===== src/rtl/proc_core_param.sv =====
// proc_core_param: parametrised multicycle core, R7 as PC, A/G datapath,
// hardware stack and ready/ack data-memory port.
module proc_core_param #(
  parameter int DATA_W = 16,
  parameter int IADDR_W = 8,
  parameter int DADDR_W = 7,
  parameter logic [DADDR_W-1:0] SP_INIT = DADDR_W'(5)
) (
  input  logic               clock,
  input  logic               resetn,
  input  logic               run,
  output logic [IADDR_W-1:0] imem_addr,
  input  logic [9:0]         imem_data,
  output logic               dmem_req,
  output logic               dmem_we,
  output logic [DADDR_W-1:0] dmem_addr,
  output logic [DATA_W-1:0]  dmem_wdata,
  input  logic [DATA_W-1:0]  dmem_rdata,
  input  logic               dmem_ack,
  output logic               done,
  output logic               halted,
  output logic [DATA_W-1:0]  pc,
  output logic [DADDR_W-1:0] sp,
  output logic [DATA_W-1:0]  bus_out
);

  localparam logic [2:0] S_IDLE  = 3'd0;
  localparam logic [2:0] S_FETCH = 3'd1;
  localparam logic [2:0] S_EX1   = 3'd2;
  localparam logic [2:0] S_EX2   = 3'd3;
  localparam logic [2:0] S_EX3   = 3'd4;
  localparam logic [2:0] S_MEM   = 3'd5;
  localparam logic [2:0] S_HALT  = 3'd6;

  localparam logic [3:0] OP_MV   = 4'd0;
  localparam logic [3:0] OP_MVI  = 4'd1;
  localparam logic [3:0] OP_ADD  = 4'd2;
  localparam logic [3:0] OP_SUB  = 4'd3;
  localparam logic [3:0] OP_LD   = 4'd4;
  localparam logic [3:0] OP_ST   = 4'd5;
  localparam logic [3:0] OP_MVNZ = 4'd6;
  localparam logic [3:0] OP_SLT  = 4'd7;
  localparam logic [3:0] OP_PUSH = 4'd8;
  localparam logic [3:0] OP_POP  = 4'd9;
  localparam logic [3:0] OP_HALT = 4'd10;

  localparam logic [DATA_W-1:0]  ONE_D = DATA_W'(1);
  localparam logic [DADDR_W-1:0] ONE_A = DADDR_W'(1);

  logic [2:0]        state, nxt, fin;
  logic [9:0]        ir;
  logic [DATA_W-1:0] rf [8];
  logic [DATA_W-1:0] a, g;
  logic [DADDR_W-1:0] sp_q;
  logic [3:0]        op;
  logic [2:0]        rx, ry;
  logic [DATA_W-1:0] rx_val, ry_val, imm;
  logic              alu, is_ld, is_st, is_push, is_pop;

  function automatic logic mem_op(input logic [3:0] o);
    return o == OP_LD || o == OP_ST ||
           o == OP_PUSH || o == OP_POP;
  endfunction

  assign op      = ir[9:6];
  assign rx      = ir[5:3];
  assign ry      = ir[2:0];
  assign rx_val  = rf[rx];
  assign ry_val  = rf[ry];
  assign imm     = DATA_W'(imem_data);
  assign alu     = op == OP_ADD || op == OP_SUB || op == OP_SLT;
  assign is_ld   = op == OP_LD;
  assign is_st   = op == OP_ST;
  assign is_push = op == OP_PUSH;
  assign is_pop  = op == OP_POP;

  assign imem_addr = rf[7][IADDR_W-1:0];
  assign pc        = rf[7];
  assign sp        = sp_q;
  assign halted    = state == S_HALT;
  assign fin       = run ? S_FETCH : S_IDLE;

  always_comb begin
    nxt = state;
    unique case (state)
      S_IDLE:  if (run) nxt = S_FETCH;
      S_FETCH: nxt = mem_op(imem_data[9:6]) ? S_MEM : S_EX1;
      S_EX1: begin
        if (alu)                nxt = S_EX2;
        else if (op == OP_HALT) nxt = S_HALT;
        else                    nxt = fin;
      end
      S_EX2:  nxt = S_EX3;
      S_EX3:  nxt = fin;
      S_MEM:  if (dmem_ack) nxt = fin;
      S_HALT: nxt = S_HALT;
      default: nxt = S_IDLE;
    endcase
  end

  // done and the memory strobes decode straight from registered state
  always_comb begin
    done = 1'b0;
    unique case (state)
      S_EX1:   done = !alu;
      S_EX3:   done = 1'b1;
      S_MEM:   done = dmem_ack;
      default: done = 1'b0;
    endcase
  end

  assign dmem_req   = state == S_MEM;
  assign dmem_we    = dmem_req && (is_st || is_push);
  assign dmem_wdata = dmem_we ? rx_val : '0;

  always_comb begin
    dmem_addr = '0;
    if (dmem_req) begin
      unique case (1'b1)
        is_push: dmem_addr = sp_q - ONE_A;
        is_pop:  dmem_addr = sp_q;
        default: dmem_addr = ry_val[DADDR_W-1:0];
      endcase
    end
  end

  always_comb begin
    bus_out = '0;
    unique case (state)
      S_FETCH: bus_out = imm;
      S_EX1: begin
        unique case (op)
          OP_MV, OP_MVNZ:         bus_out = ry_val;
          OP_MVI:                 bus_out = imm;
          OP_ADD, OP_SUB, OP_SLT: bus_out = rx_val;
          default:                bus_out = '0;
        endcase
      end
      S_EX2: bus_out = ry_val;
      S_EX3: bus_out = g;
      S_MEM: begin
        if (is_ld || is_pop) bus_out = dmem_ack ? dmem_rdata : '0;
        else                 bus_out = rx_val;
      end
      default: bus_out = '0;
    endcase
  end

  // later assignments to rf[rx] override the R7 increment on a jump
  always_ff @(posedge clock or negedge resetn) begin
    if (!resetn) begin
      for (int i = 0; i < 8; i++) rf[i] <= '0;
      a     <= '0;
      g     <= '0;
      ir    <= '0;
      sp_q  <= SP_INIT;
      state <= S_IDLE;
    end else begin
      state <= nxt;
      unique case (state)
        S_FETCH: begin
          ir    <= imem_data;
          rf[7] <= rf[7] + ONE_D;
        end
        S_EX1: begin
          unique case (op)
            OP_MV: rf[rx] <= ry_val;
            OP_MVI: begin
              rf[7]  <= rf[7] + ONE_D;
              rf[rx] <= imm;
            end
            OP_MVNZ: if (g != '0) rf[rx] <= ry_val;
            OP_ADD, OP_SUB, OP_SLT: a <= rx_val;
            default: ;
          endcase
        end
        S_EX2: begin
          unique case (op)
            OP_ADD:  g <= a + ry_val;
            OP_SUB:  g <= a - ry_val;
            OP_SLT:  g <= DATA_W'(a < ry_val);
            default: ;
          endcase
        end
        S_EX3: rf[rx] <= g;
        S_MEM: begin
          if (dmem_ack) begin
            if (is_ld || is_pop) rf[rx] <= dmem_rdata;
            if (is_push) sp_q <= sp_q - ONE_A;
            if (is_pop)  sp_q <= sp_q + ONE_A;
          end
        end
        default: ;
      endcase
    end
  end

endmodule


===== config.mk =====
export PLATFORM = sky130hd
export DESIGN_NAME = proc_core_param
export DESIGN_NICKNAME = d
export VERILOG_FILES = /design/src/rtl/proc_core_param.sv
export SDC_FILE = /design/constraint.sdc
export NUM_CORES = 1
export LEC_CHECK = 0
export ABC_CLOCK_PERIOD_IN_PS = 11150
export BUFFER_PORTS_ARGS = -buffer_cell sky130_fd_sc_hd__buf_2
export CORE_ASPECT_RATIO = 1.25
export CORE_MARGIN = 1.5
export CORE_UTILIZATION = 30
export DETAILED_ROUTE_END_ITERATION = 16
export PLACE_DENSITY_LB_ADDON = 0.05
export SLEW_MARGIN = 20
export SYNTH_ARGS = -nofsm -noshare
export SYNTH_HDL_FRONTEND = slang
export SYNTH_SLANG_ARGS = --single-unit

===== constraint.sdc =====
create_clock -name clock -period 11.15 [get_ports clock]
set_clock_uncertainty 0.1 [all_clocks]
set_input_delay 0 -clock clock [delete_from_list [all_inputs] [get_ports clock]]
set_output_delay 0 -clock clock [all_outputs]
set_load 0.01 [all_outputs]

======== Yosys cells after proc, flatten, opt, wreduce, memory -nomap -nowiden ========
Cells that the tools add are included.
storage, ports and cells
  input bits .............................. 30
  flip-flop bits (word level) ............. 180
operators by class
  multiplexer cells ....................... 36
  reduce and logical (&&, ||, !) cells .... 25
  bitwise logic cells ..................... 2
  equality and inequality tests ........... 25
  add/subtract/negate cells ............... 5
  order comparisons ....................... 4
operator list
  cell                     count
  $bwmux W128              4
  $mux W128                3
  $pmux W128 S3            1
  $pmux W112 S3            1
  $mux W16                 8
  $bmux W16 S3             2
  $pmux W16 S3             2
  $pmux W16 S5             1
  $pmux W16 S4             1
  $demux W16 S3            1
  $eq A4 B3 Y1 const B     6
  $mux W7                  3
  $pmux W3 S7              1
  $eq A4 B4 Y1 const B     5
  $add A16 B1 Y16 const B  1
  $add A16 B16 Y16         1
  $lt A16 B16 Y1           1
  $reduce_bool A16 Y1      1
  $sub A16 B16 Y16         1
  $mux W3                  5
  $pmux W7 S2              1
  $reduce_and A5 Y1        2
  $eq A3 B3 Y1 const B     3
  $eq A4 B2 Y1 const B     2
  other kinds (26)         40

======== Logic depth before layout (Yosys ltp) ========
Gate-level depths: netlist (run 1).
  depth after elaboration ................. 9
  depth in mapped cells ................... 14

======== Worst setup path before layout (run 1) ========
Ideal clock, no wire load.
  path kind ............................... reg-to-reg
  from .................................... reg ir[1]
  to ...................................... reg g[14]
  data required time ...................... 10924 ps
  stages on the path, launching flop included .. 15
  arrival ................................. 3478 ps
  clock period less this slack ............ 3704 ps
  slack ................................... 7446 ps
  cells stage by stage .................... dfrtp_1 -> clkbuf_1 -> buf_1 -> buf_2 -> mux4_2 -> mux2i_1 -> inv_1 -> fa_1 -> nand2b_1 -> a211oi_1 -> o21ai_0 -> nand4_1 -> a31oi_1 -> xnor2_1 -> a221o_1
on the way
  cells in the longest elaborated chain, start to end .. 6
  elaborated cells between the ends (all ways) .. 7
ends and longest elaborated chain
  element                                                      line      source
  from (decl)                                                  51        logic [9:0] ir;
  from (signal assigned)                                       162       ir <= imem_data;
  $not A3 Y4 (implied by the code) *                           69        assign ry_val = rf[ry];
  $bmux W16 S3 *                                               69
  $mux W16 (implied by the code) * (2 in a row)                69
  $sub A16 B16 Y16 / $add A16 B16 Y16 (equally long branches)  180, 179
  $pmux W16 S3 *                                               178       unique case (op)
  to (signal assigned)                                         179       OP_ADD: g <= a + ry_val;
  to (signal assigned)                                         180       OP_SUB: g <= a - ry_val;
  to (signal assigned)                                         181       OP_SLT: g <= DATA_W'(a < ry_val);
  to (decl)                                                    53        logic [DATA_W-1:0] a, g;
Every way passes the cells marked *; elsewhere a longest branch is shown, timed or not. The select of a mux whose other input is x is not followed.
A chain may end at the register's enable or synchronous reset.

======== Final worst setup path (run 1) ========
  from .................................... reg ir[0]
  to ...................................... reg g[14]
The elaborated chain is that of the path after synthesis.

==> impl_metrics.ini, run 1 <==
[outcome]
status = finished clean

[route]
vias = 11800
drtIter0Drc = 786
drt-pass1-iter-count = 5
viasPerCell = 5.58
wire_per_inst_um = 24.6
drc = 0
ant_nets = 0
drt-total-wl_mm = 52.1

[grt]
grt_max_degree = 74
grt_pass1_vias = 11600
antenna_found_initial = 0
track_usage_pct = 23.5
gr-total-overflow = 0
grt_pass1_wl_mm = 77.8

[die]
die_w_um = 190
core-area_um2 = 43000
core.rowCount = 85
start_util_pct = 30.4
die_area_um2 = 44800
io_pins = 104
dieHeight_um = 236

[power]
clock_power_share_pct = 11.2
seqPwrFrac_pct = 23.9
irDropWorstVdd_v = 0.000116
p_leak_nw = 6.26
switching_share_pct = 53.2
power_switching_mw = 2.91
power_mw = 5.47
p_per_area_nw_per_um2 = 376
comb_power_share_pct = 64.9
p_int_mw = 2.56

[clock_tree]
root_buffer = clkbuf_16
h-tree-depth = 4
cts_buffers = 17
cts_setup_buffers = 0
cts_sinks = 180
clkSlewWorstSetupHoldPaths_ns = 0.08
cts_tree = yes
clockBufferDepth = 2
cts_resized = 0
insertion_delay_ns = 0.47
hold_buffers = 14

[final_layout]
fin_nets = 1610
drive_above_1_share_pct = 16.4
final_util_pct = 33.9
synthToLayoutAreaGrowth_pct = 11.5
final_cells = 2121
fillers = 4546

[flow_run]
max_cap_viol_count = 0

[setup_path]
path_cells = buf_4, mux4_2, mux2i_1, inv_1, fa_1, nand2b_1, a211oi_1, o21ai_0, nand4_1, a31oi_1, xnor2_1, a221o_1
critPathLaunchType = flip-flop
slowest_stage = mux4_2
cp_num_buf_inv = 2
slowest_delay_ns = 0.58
endpoint_kind = flip-flop
cp.required_ns = 11.40
crit_fanout = 32
r2r_setup_slack_ns = 6.58
path_delay_family = compound AO/OA/AOI/OAI gates
criticalPathCategory = reg -> reg
arrival_ns = 4.82

[synth]
ys_seq_elements = 180
syn_avg_cell_area_um2 = 8.58
netlist_top_cells_area = dfrtp_1, a21oi_1, nor2_1
yosys.area_share.adder_pct = 3.76
synthXorXnorAreaFrac_pct = 2.35
synthesis.area_um2 = 13000
synth_simple_gate_area_share_pct = 16.4
synth_compound_area_share_pct = 23.2
yosys_warnings = 0
async_reset_ff_share_pct = 100
post-synth-top-area-cell = dfrtp_1
synth_edf_count = 0
ys.flop_type = dfrtp_1
synthDistinctLibCells = 76
synthMuxAreaShare_pct = 13.0
synth_top_family_by_area = compound AO/OA/AOI/OAI gates
synthCells = 1520
yosysSeqAreaShare_pct = 34.5
syn_nets = 1588
synth_top_area_share_pct = 34.1

[sta]
worst_pin_slew_ns = 1.16
period_needed_ns = 4.57
rsz0062_at_grt = false
period_share_pct = 41.0
slew_headroom_pct = 22.0
finalMaxSlewViolations = 0
setup_viol = 0
hold_viol_final = 0
fmax_mhz = 219
timing.setup.tns_ns = 0

[placement]
gp_congestion = 0.867
io_buffers = 103
place_inst = 2073
hpwl_mm = 38.2

[worst_hold_path]
worstHoldPathType = in -> reg
worst paths after layout:
path	startpoint	to	depth (start not counted)
max in group asynchronous	resetn	a[11]	3
min reg2reg	a[15]	a[15]	1
max reg2reg	ir[0]	g[14]	12
max	ir[0]	g[14]	12
min in group asynchronous	resetn	sp[3]	2
min	dmem_rdata[14]	pc[14]	5
worst min-delay path: stages:
cell,delay (ns)
buf_2,0.11
mux2i_1,0.13
nor2_1,0.08
a21oi_1,0.11
o21ai_0,0.10
cell usage in the layout (no fill, tap or decap), drive strengths merged, types with 10 or more instances in the layout:
master / count
a211oi: 20
a21o: 19
a21oi: 192
a221oi: 30
a22oi: 22
a31oi: 13
and2: 10
buf: 132
clkbuf: 22
dfrtp: 178
dlygate4sd3: 14
ha: 36
inv: 49
mux2: 31
mux2i: 45
mux4: 40
nand2: 99
nand2b: 11
nand3: 33
nor2: 247
nor2b: 14
nor4: 12
o211ai: 11
o21ai: 96
o22ai: 14
o31ai: 11
xnor2: 24
xor2: 11
area by class of cell:
class	count	area, µm²	area share [%]
clock inverters	12	124	0.851
flip-flops and latches	180	4510	31.0
diodes	1	2.50	0.0172
well taps	565	707	4.86
repair buffers	148	897	6.16
multi-input cells	1150	7710	53.0
clock buffers	20	437	3.00
inverters	45	169	1.16
per-layer routing:
layer	vias to the layer above	global-route usage, %	routed length, µm
met5	-	0	0
met4	0	8.39	1420
met3	56	3.01	2250
met2	371	40.5	25900
met1	5867	30.0	22500
li1	5551	-	-
power groups by stage:
stage	Sequential [mW]	Combinational [mW]	Clock [mW]
6_report	1.31	3.55	0.615
5_1_grt	1.35	3.88	0.654
4_1_cts	1.30	3.53	0.635
3_5_place_dp	1.32	3.51	0
3_3_place_gp	1.31	3.52	0
2_1_floorplan	1.13	2.55	0
per-stage QoR:
| stage | hold WS, ns | worst slack, ns | cell area, µm² |
|---|---|---|---|
| after floorplan | -0.396 | 7.45 | 13000 |
| after global placement | -0.00548 | 6.69 | 13800 |
| after detailed placement | -0.00349 | 6.63 | 13800 |
| after CTS | 0.00130 | 6.63 | 14500 |
| after global routing | 0.0582 | 6.46 | 14600 |
| final | 0.0138 | 6.58 | 14600 |
synthesized netlist by cell type (8+ instances only):
| library cell | instances |
|---|---|
| a211oi_1 | 20 |
| a21o_1 | 19 |
| a21oi_1 | 190 |
| a221oi_1 | 29 |
| a222oi_1 | 8 |
| a22oi_1 | 22 |
| a31oi_1 | 13 |
| and2_1 | 9 |
| and3_1 | 8 |
| buf_2 | 34 |
| buf_4 | 26 |
| clkbuf_1 | 77 |
| dfrtp_1 | 178 |
| ha_1 | 36 |
| inv_1 | 44 |
| mux2_2 | 31 |
| mux2i_1 | 45 |
| mux4_2 | 40 |
| nand2_1 | 99 |
| nand2b_1 | 11 |
| nand3_1 | 33 |
| nand4_1 | 8 |
| nor2_1 | 246 |
| nor2b_1 | 14 |
| nor4_1 | 10 |
| o211ai_1 | 11 |
| o21ai_0 | 91 |
| o22ai_1 | 14 |
| o31ai_1 | 11 |
| xnor2_1 | 24 |
| xor2_1 | 11 |
kinds of logic after synthesis:
| kind of cell | after synthesis |
|---|---|
| XOR/XNOR | 35 |
| adder cells (fa/ha/maj) | 38 |
| AO/OA/AOI/OAI | 486 |
| AND/OR/NAND/NOR | 475 |
| multiplexers | 116 |
| flip-flops | 180 |
| buffers and inverters | 190 |
Note: power is estimated with default switching activity, not from simulation.
==> run 2, diff against run 1 <==
ABC_AREA = 1   (was not set)
ABC_CLOCK_PERIOD_IN_PS = 4300   (was 11150)
clock period = 4.3 ns   (was 11.15 ns; I/O delays follow)
==> run 2 against run 1 <==
Register-to-register slack got worse by 6.0 ns. Critical path depth increased by 3. Critical path type unchanged. Global-route usage rose by 2.4 points. Setup slack got worse by 6.0 ns. Highest routed layer unchanged. Die area grew 11%. Largest cell class unchanged.
==> impl_metrics.ini, run 2 <==
[outcome]
status = finished clean

[synth]
syn_avg_cell_area_um2 = 6.30
ys.flop_type = dfrtp_1
syn_nets = 2369
post-synth-top-area-cell = dfrtp_1
netlist_top_cells_area = dfrtp_1, nand2_1, inv_1
synthesis.area_um2 = 14500
synth_top_area_share_pct = 30.7
synth_common_cells = nand2_1, inv_1, nor2_1, dfrtp_1, o21ai_0
synthDistinctLibCells = 50
synthCells = 2301
async_reset_ff_share_pct = 100
ys_seq_elements = 180
synth_edf_count = 0
yosys_warnings = 0
synth.most_common_cell = nand2_1
yosysSeqAreaShare_pct = 31.1

[clock_tree]
cts_sinks = 180
clkSlewWorstSetupHoldPaths_ns = 0.08
insertion_delay_ns = 0.48
clockBufferDepth = 2
root_buffer = clkbuf_16
cts_tree = yes
h-tree-depth = 4
hold_buffers = 16
cts_setup_buffers = 0
cts_resized = 0
cts_buffers = 17

[worst_hold_path]
worstHoldPathType = in -> reg
holdPathStages = 7
hp-start = dmem_rdata[15]
worstHoldEndpoint = pc[15]

[route]
met1_length_mm = 26.9
highest_layer = met4
drc = 0
drt-total-wl_mm = 63.0
route.met3.wl_mm = 2.28
vias = 15200
wire_per_inst_um = 20.9
dr_wl_met2_mm = 31.4
viasPerCell = 5.04
drtIter0Drc = 964
ant_nets = 0
drt-pass1-iter-count = 5

[grt]
grt_pass1_vias = 15100
track_usage_pct = 25.9
antenna_found_initial = 0
grt_max_degree = 87
grt_pass1_wl_mm = 95.0
gr-total-overflow = 0

[final_layout]
fin_nets = 2426
stdcell_area_um2 = 16200
n_antenna_cell = 0
final_util_pct = 34.2
synthToLayoutAreaGrowth_pct = 11.9
drive_above_1_share_pct = 10.2
mostFrequentLayoutCells = nand2_1, inv_1, nor2_1, dfrtp_1, o21ai_0
final_common_cell = nand2_1

[sta]
period_share_pct = 85.9
worst_pin_slew_ns = 0.964
rsz0062_at_grt = false
finalMaxSlewViolations = 0
slew_headroom_pct = 35.5
timing.setup.tns_ns = 0
period_needed_ns = 3.69
setup_viol = 0
fmax_mhz = 271
hold_viol_final = 0
fin_ws_ns = 0.605

[die]
core.rowCount = 89
dieHeight_um = 249
start_util_pct = 30.5
die_w_um = 200
core-area_um2 = 47400
io_pins = 104
die_area_um2 = 49600

[power]
p_leak_nw = 8.51
p_int_mw = 6.27
clock_power_share_pct = 10.6
switching_share_pct = 59.3
comb_power_share_pct = 69.3
irDropWorstVdd_v = 0.000324
power_switching_mw = 9.15
seqPwrFrac_pct = 20.1
p_per_area_nw_per_um2 = 951
power_mw = 15.4

[setup_path]
r2r_start = ir[0]
crit_fanout = 40
cp.required_ns = 4.56
arrival_ns = 3.96
criticalPathCategory = reg -> reg
r2r_setup_slack_ns = 0.61
critPathLaunchType = flip-flop
endpoint_kind = flip-flop
worst_r2r_endpoint = g[14]
reg2reg_depth = 15

[placement]
gp_congestion = 0.902
io_buffers = 103
hpwl_mm = 48.9
dpl-instance-area_um2 = 15500
post-place-ws_ns = 0.652

[flow_run]
max_cap_viol_count = 0
[run 2: cell types whose count changed after synthesis, sizes merged, moves of 31 or more]
cell	before	now
nand2	99	621
mux2i	45	0
nor2	247	309
o21ai	96	191
mux2	31	0
o211ai	11	51
inv	45	323
nand3	33	144
mux4	40	0
[run 2: kinds of logic (layout without fill, tap and decap cells)]
family | count (synthesis) | in the layout | synth area share, %
xor+xnor | 15 | 15 | 0.907
compound gates | 501 | 501 | 20.0
buf+inv | 450 | 520 | 12.9
fa+ha+maj | 38 | 38 | 3.39
simple gates | 1117 | 1117 | 31.7
flops | 180 | 180 | 31.1
[run 2: worst max path at each step]
stage                      from         end  slack, ns
after global placement    ir[0]       g[15]       0.68
final                     ir[0]       g[14]       0.61
after floorplan           ir[0]       g[10]       1.55
after global routing      ir[0]       g[14]       0.33
after detailed placement  ir[0]       g[14]       0.65
after CTS                 ir[5]  bus_out[7]       0.64
[run 2: power by group through the flow]
stage | logic [mW] | clock network, mW | registers (mW)
floorplan | 7.25 | 0 | 2.82
global placement | 10.7 | 0 | 3.12
detailed placement | 10.7 | 0 | 3.12
CTS | 10.7 | 1.67 | 3.10
global route | 11.9 | 1.73 | 3.20
finish | 10.7 | 1.63 | 3.10
[run 2: critical path, stage by stage, from the launching register on]
cell     delay (ns)
dfrtp_4        0.71
inv_1          0.45
nand2_1        0.16
nand3_1        0.08
nand3_1        0.10
nand2_1        0.21
ha_1           0.51
inv_1          0.13
a21oi_1        0.30
nand3_1        0.27
nand3_1        0.18
nand3_1        0.09
nand3_1        0.09
nand2_1        0.07
nand2_1        0.06
nand2_1        0.06
[run 2: layout make-up]
class / count / area [µm²]
fill: 5339 / 31200
multi-input combinational: 1671 / 8110
sequential: 180 / 4510
inverter: 328 / 1230
timing repair buffer: 160 / 992
tap: 637 / 797
clock buffer: 20 / 457
clock inverter: 12 / 111
[run 2: metrics by stage]
step	hold slack, ns	instances
after floorplan	-0.396	2301
after global placement	0.0387	2960
after detailed placement	0.0458	2960
after CTS	0.0304	3008
after global routing	0.128	3008
final	0.0605	3008
[run 2: per-layer routing]
metal,track usage (%),vias up
li1,-,7464
met1,32.7,7198
met2,44.8,407
met3,2.34,95
met4,10.9,0
met5,0,-
==> run 3, diff against run 2 <==
PLACE_DENSITY_LB_ADDON = not set   (was 0.05)
==> run 3 against run 2 <==
Register-to-register slack worse by 0.02 ns. Maximum frequency down 0.66%. Combinational power is essentially flat. Global-route usage shrank 2.9 points. Largest cell class unchanged. Setup slack got worse by 0.025 ns. Clock power up 4%. Total power decreased by 1.6%.
==> impl_metrics.ini, run 3 (same netlist as run 2, synthesis figures left out) <==
[setup_path]
r2r_start = ir[0]
slowest_stage = clkinv_1
path_cells = buf_4, inv_1, nand3_2, clkinv_1, nand2_1, o21ai_0, nor3_1, nand2_1, o21ai_0, nand3_1, buf_2
r2r_setup_slack_ns = 0.59
setup.worst_path.end = bus_out[12]
startpoint = ir[3]
endpoint_kind = output pin
crit_fanout = 33
arrival_ns = 3.62
worst_r2r_endpoint = g[8]
critPathLaunchType = flip-flop
criticalPathCategory = reg -> out
slowest_delay_ns = 0.50
reg2reg_depth = 15
cp.required_ns = 4.20

[sta]
slew_headroom_pct = 28.6
rsz0062_at_grt = false
fmax_mhz = 269
worst_pin_slew_ns = 1.07
period_needed_ns = 3.72
period_share_pct = 86.5
setup_viol = 0
hold_viol_final = 0
finalMaxSlewViolations = 0
timing.setup.tns_ns = 0

[die]
dieHeight_um = 249
io_pins = 104
core-area_um2 = 47400
core.rowCount = 89
die_w_um = 200
die_area_um2 = 49600
start_util_pct = 30.5

[worst_hold_path]
worstHoldPathType = in -> reg

[grt]
antenna_found_initial = 0
grt_pass1_vias = 14900
grt_max_degree = 109
gr-total-overflow = 0
grt_pass1_wl_mm = 87.1
track_usage_pct = 23.0

[power]
p_per_area_nw_per_um2 = 941
irDropWorstVdd_v = 0.000384
power_mw = 15.2
p_leak_nw = 8.46

[final_layout]
mostFrequentLayoutCells = nand2_1, inv_1, nor2_1, o21ai_0, dfrtp_1
fin_nets = 2408
drive_above_1_share_pct = 9.56
synthToLayoutAreaGrowth_pct = 11.4
n_antenna_cell = 0
final_common_cell = nand2_1

[placement]
hpwl_mm = 43.1
io_buffers = 103
gp_congestion = 1.00

[clock_tree]
cts_tree = yes
root_buffer = clkbuf_16
clockBufferDepth = 2
insertion_delay_ns = 0.47
cts_setup_buffers = 0
clkSlewWorstSetupHoldPaths_ns = 0.09
cts_sinks = 180
cts_buffers = 17
h-tree-depth = 4

[route]
ant_nets = 0
drc = 0
drt-pass1-iter-count = 9
drt-total-wl_mm = 57.4
vias = 15700
wire_per_inst_um = 19.2
viasPerCell = 5.25
drtIter0Drc = 1423

[flow_run]
max_cap_viol_count = 0

[outcome]
status = finished clean
[run 3: cell count changes in the layout (fill, tap and decap cells not counted), moves of 2 or more]
cell / change
clkbuf_8: -2
buf_12: +2
buf_4: -20
inv_8: +2
clkinv_8: +2
clkinvlp_4: -2
[run 3: how the worst min path moves through the flow]
stage                    from  slack (ns)  cells past startpoint        end
2_1_floorplan          resetn       -0.40                      0  async pin
3_3_place_gp           resetn        0.12                      1  async pin
3_5_place_dp           resetn        0.11                      1  async pin
4_1_cts        dmem_rdata[12]        0.08                      9  flip-flop
5_1_grt         dmem_rdata[9]        0.14                      7      pc[9]
6_report       dmem_rdata[12]        0.10                      9  flip-flop
[run 3: what timing repair did]
action	CTS	global route
resized for setup	0	0
endpoints found under the hold margin	119	0
hold buffers	16	0
[run 3: per-layer routing]
layer  global-route usage [%]  part of all wire, %  up-vias
met2                     39.1                   49      703
li1                         -                    -     7416
met1                     27.4                   39     7392
met4                     13.7                  5.9        0
met3                     3.02                  6.7      187
met5                        0                    0        -
[run 3: area by class of cell]
type	count	area (µm²)
Fill cell	5264	31300
Multi-Input combinational cell	1671	8110
Sequential cell	180	4510
Inverter	328	1230
Timing Repair Buffer	142	882
Tap cell	637	797
Clock buffer	17	425
Clock inverter	15	181
[run 3: worst max-delay path: cells and delay by family, from the launching register on]
kind / cells / cell delay, ns
simple gates: 5 / 1.14
flops: 1 / 0.33
buf+inv: 4 / 1.36
compound gates: 2 / 0.32
[run 3: stage by stage]
step                      hold WS [ns]  instances  setup slack, ns  utilization [%]  area (µm²)
final                            0.105       2990            0.580             34.0       16100
after global routing             0.142       2990            0.322             34.0       16100
after CTS                       0.0786       2990            0.637             34.0       16100
after detailed placement         0.113       2942            0.649             32.4       15400
after global placement           0.117       2942            0.686             32.4       15400
after floorplan                 -0.396       2301             1.55                -       14500
[run 3: power by group]
group	total [mW]	switching, mW	internal [mW]
logic	10.4	7.41	3.01
clock network	1.69	0.850	0.840
registers	3.06	0.651	2.41
total	15.2	8.92	6.26
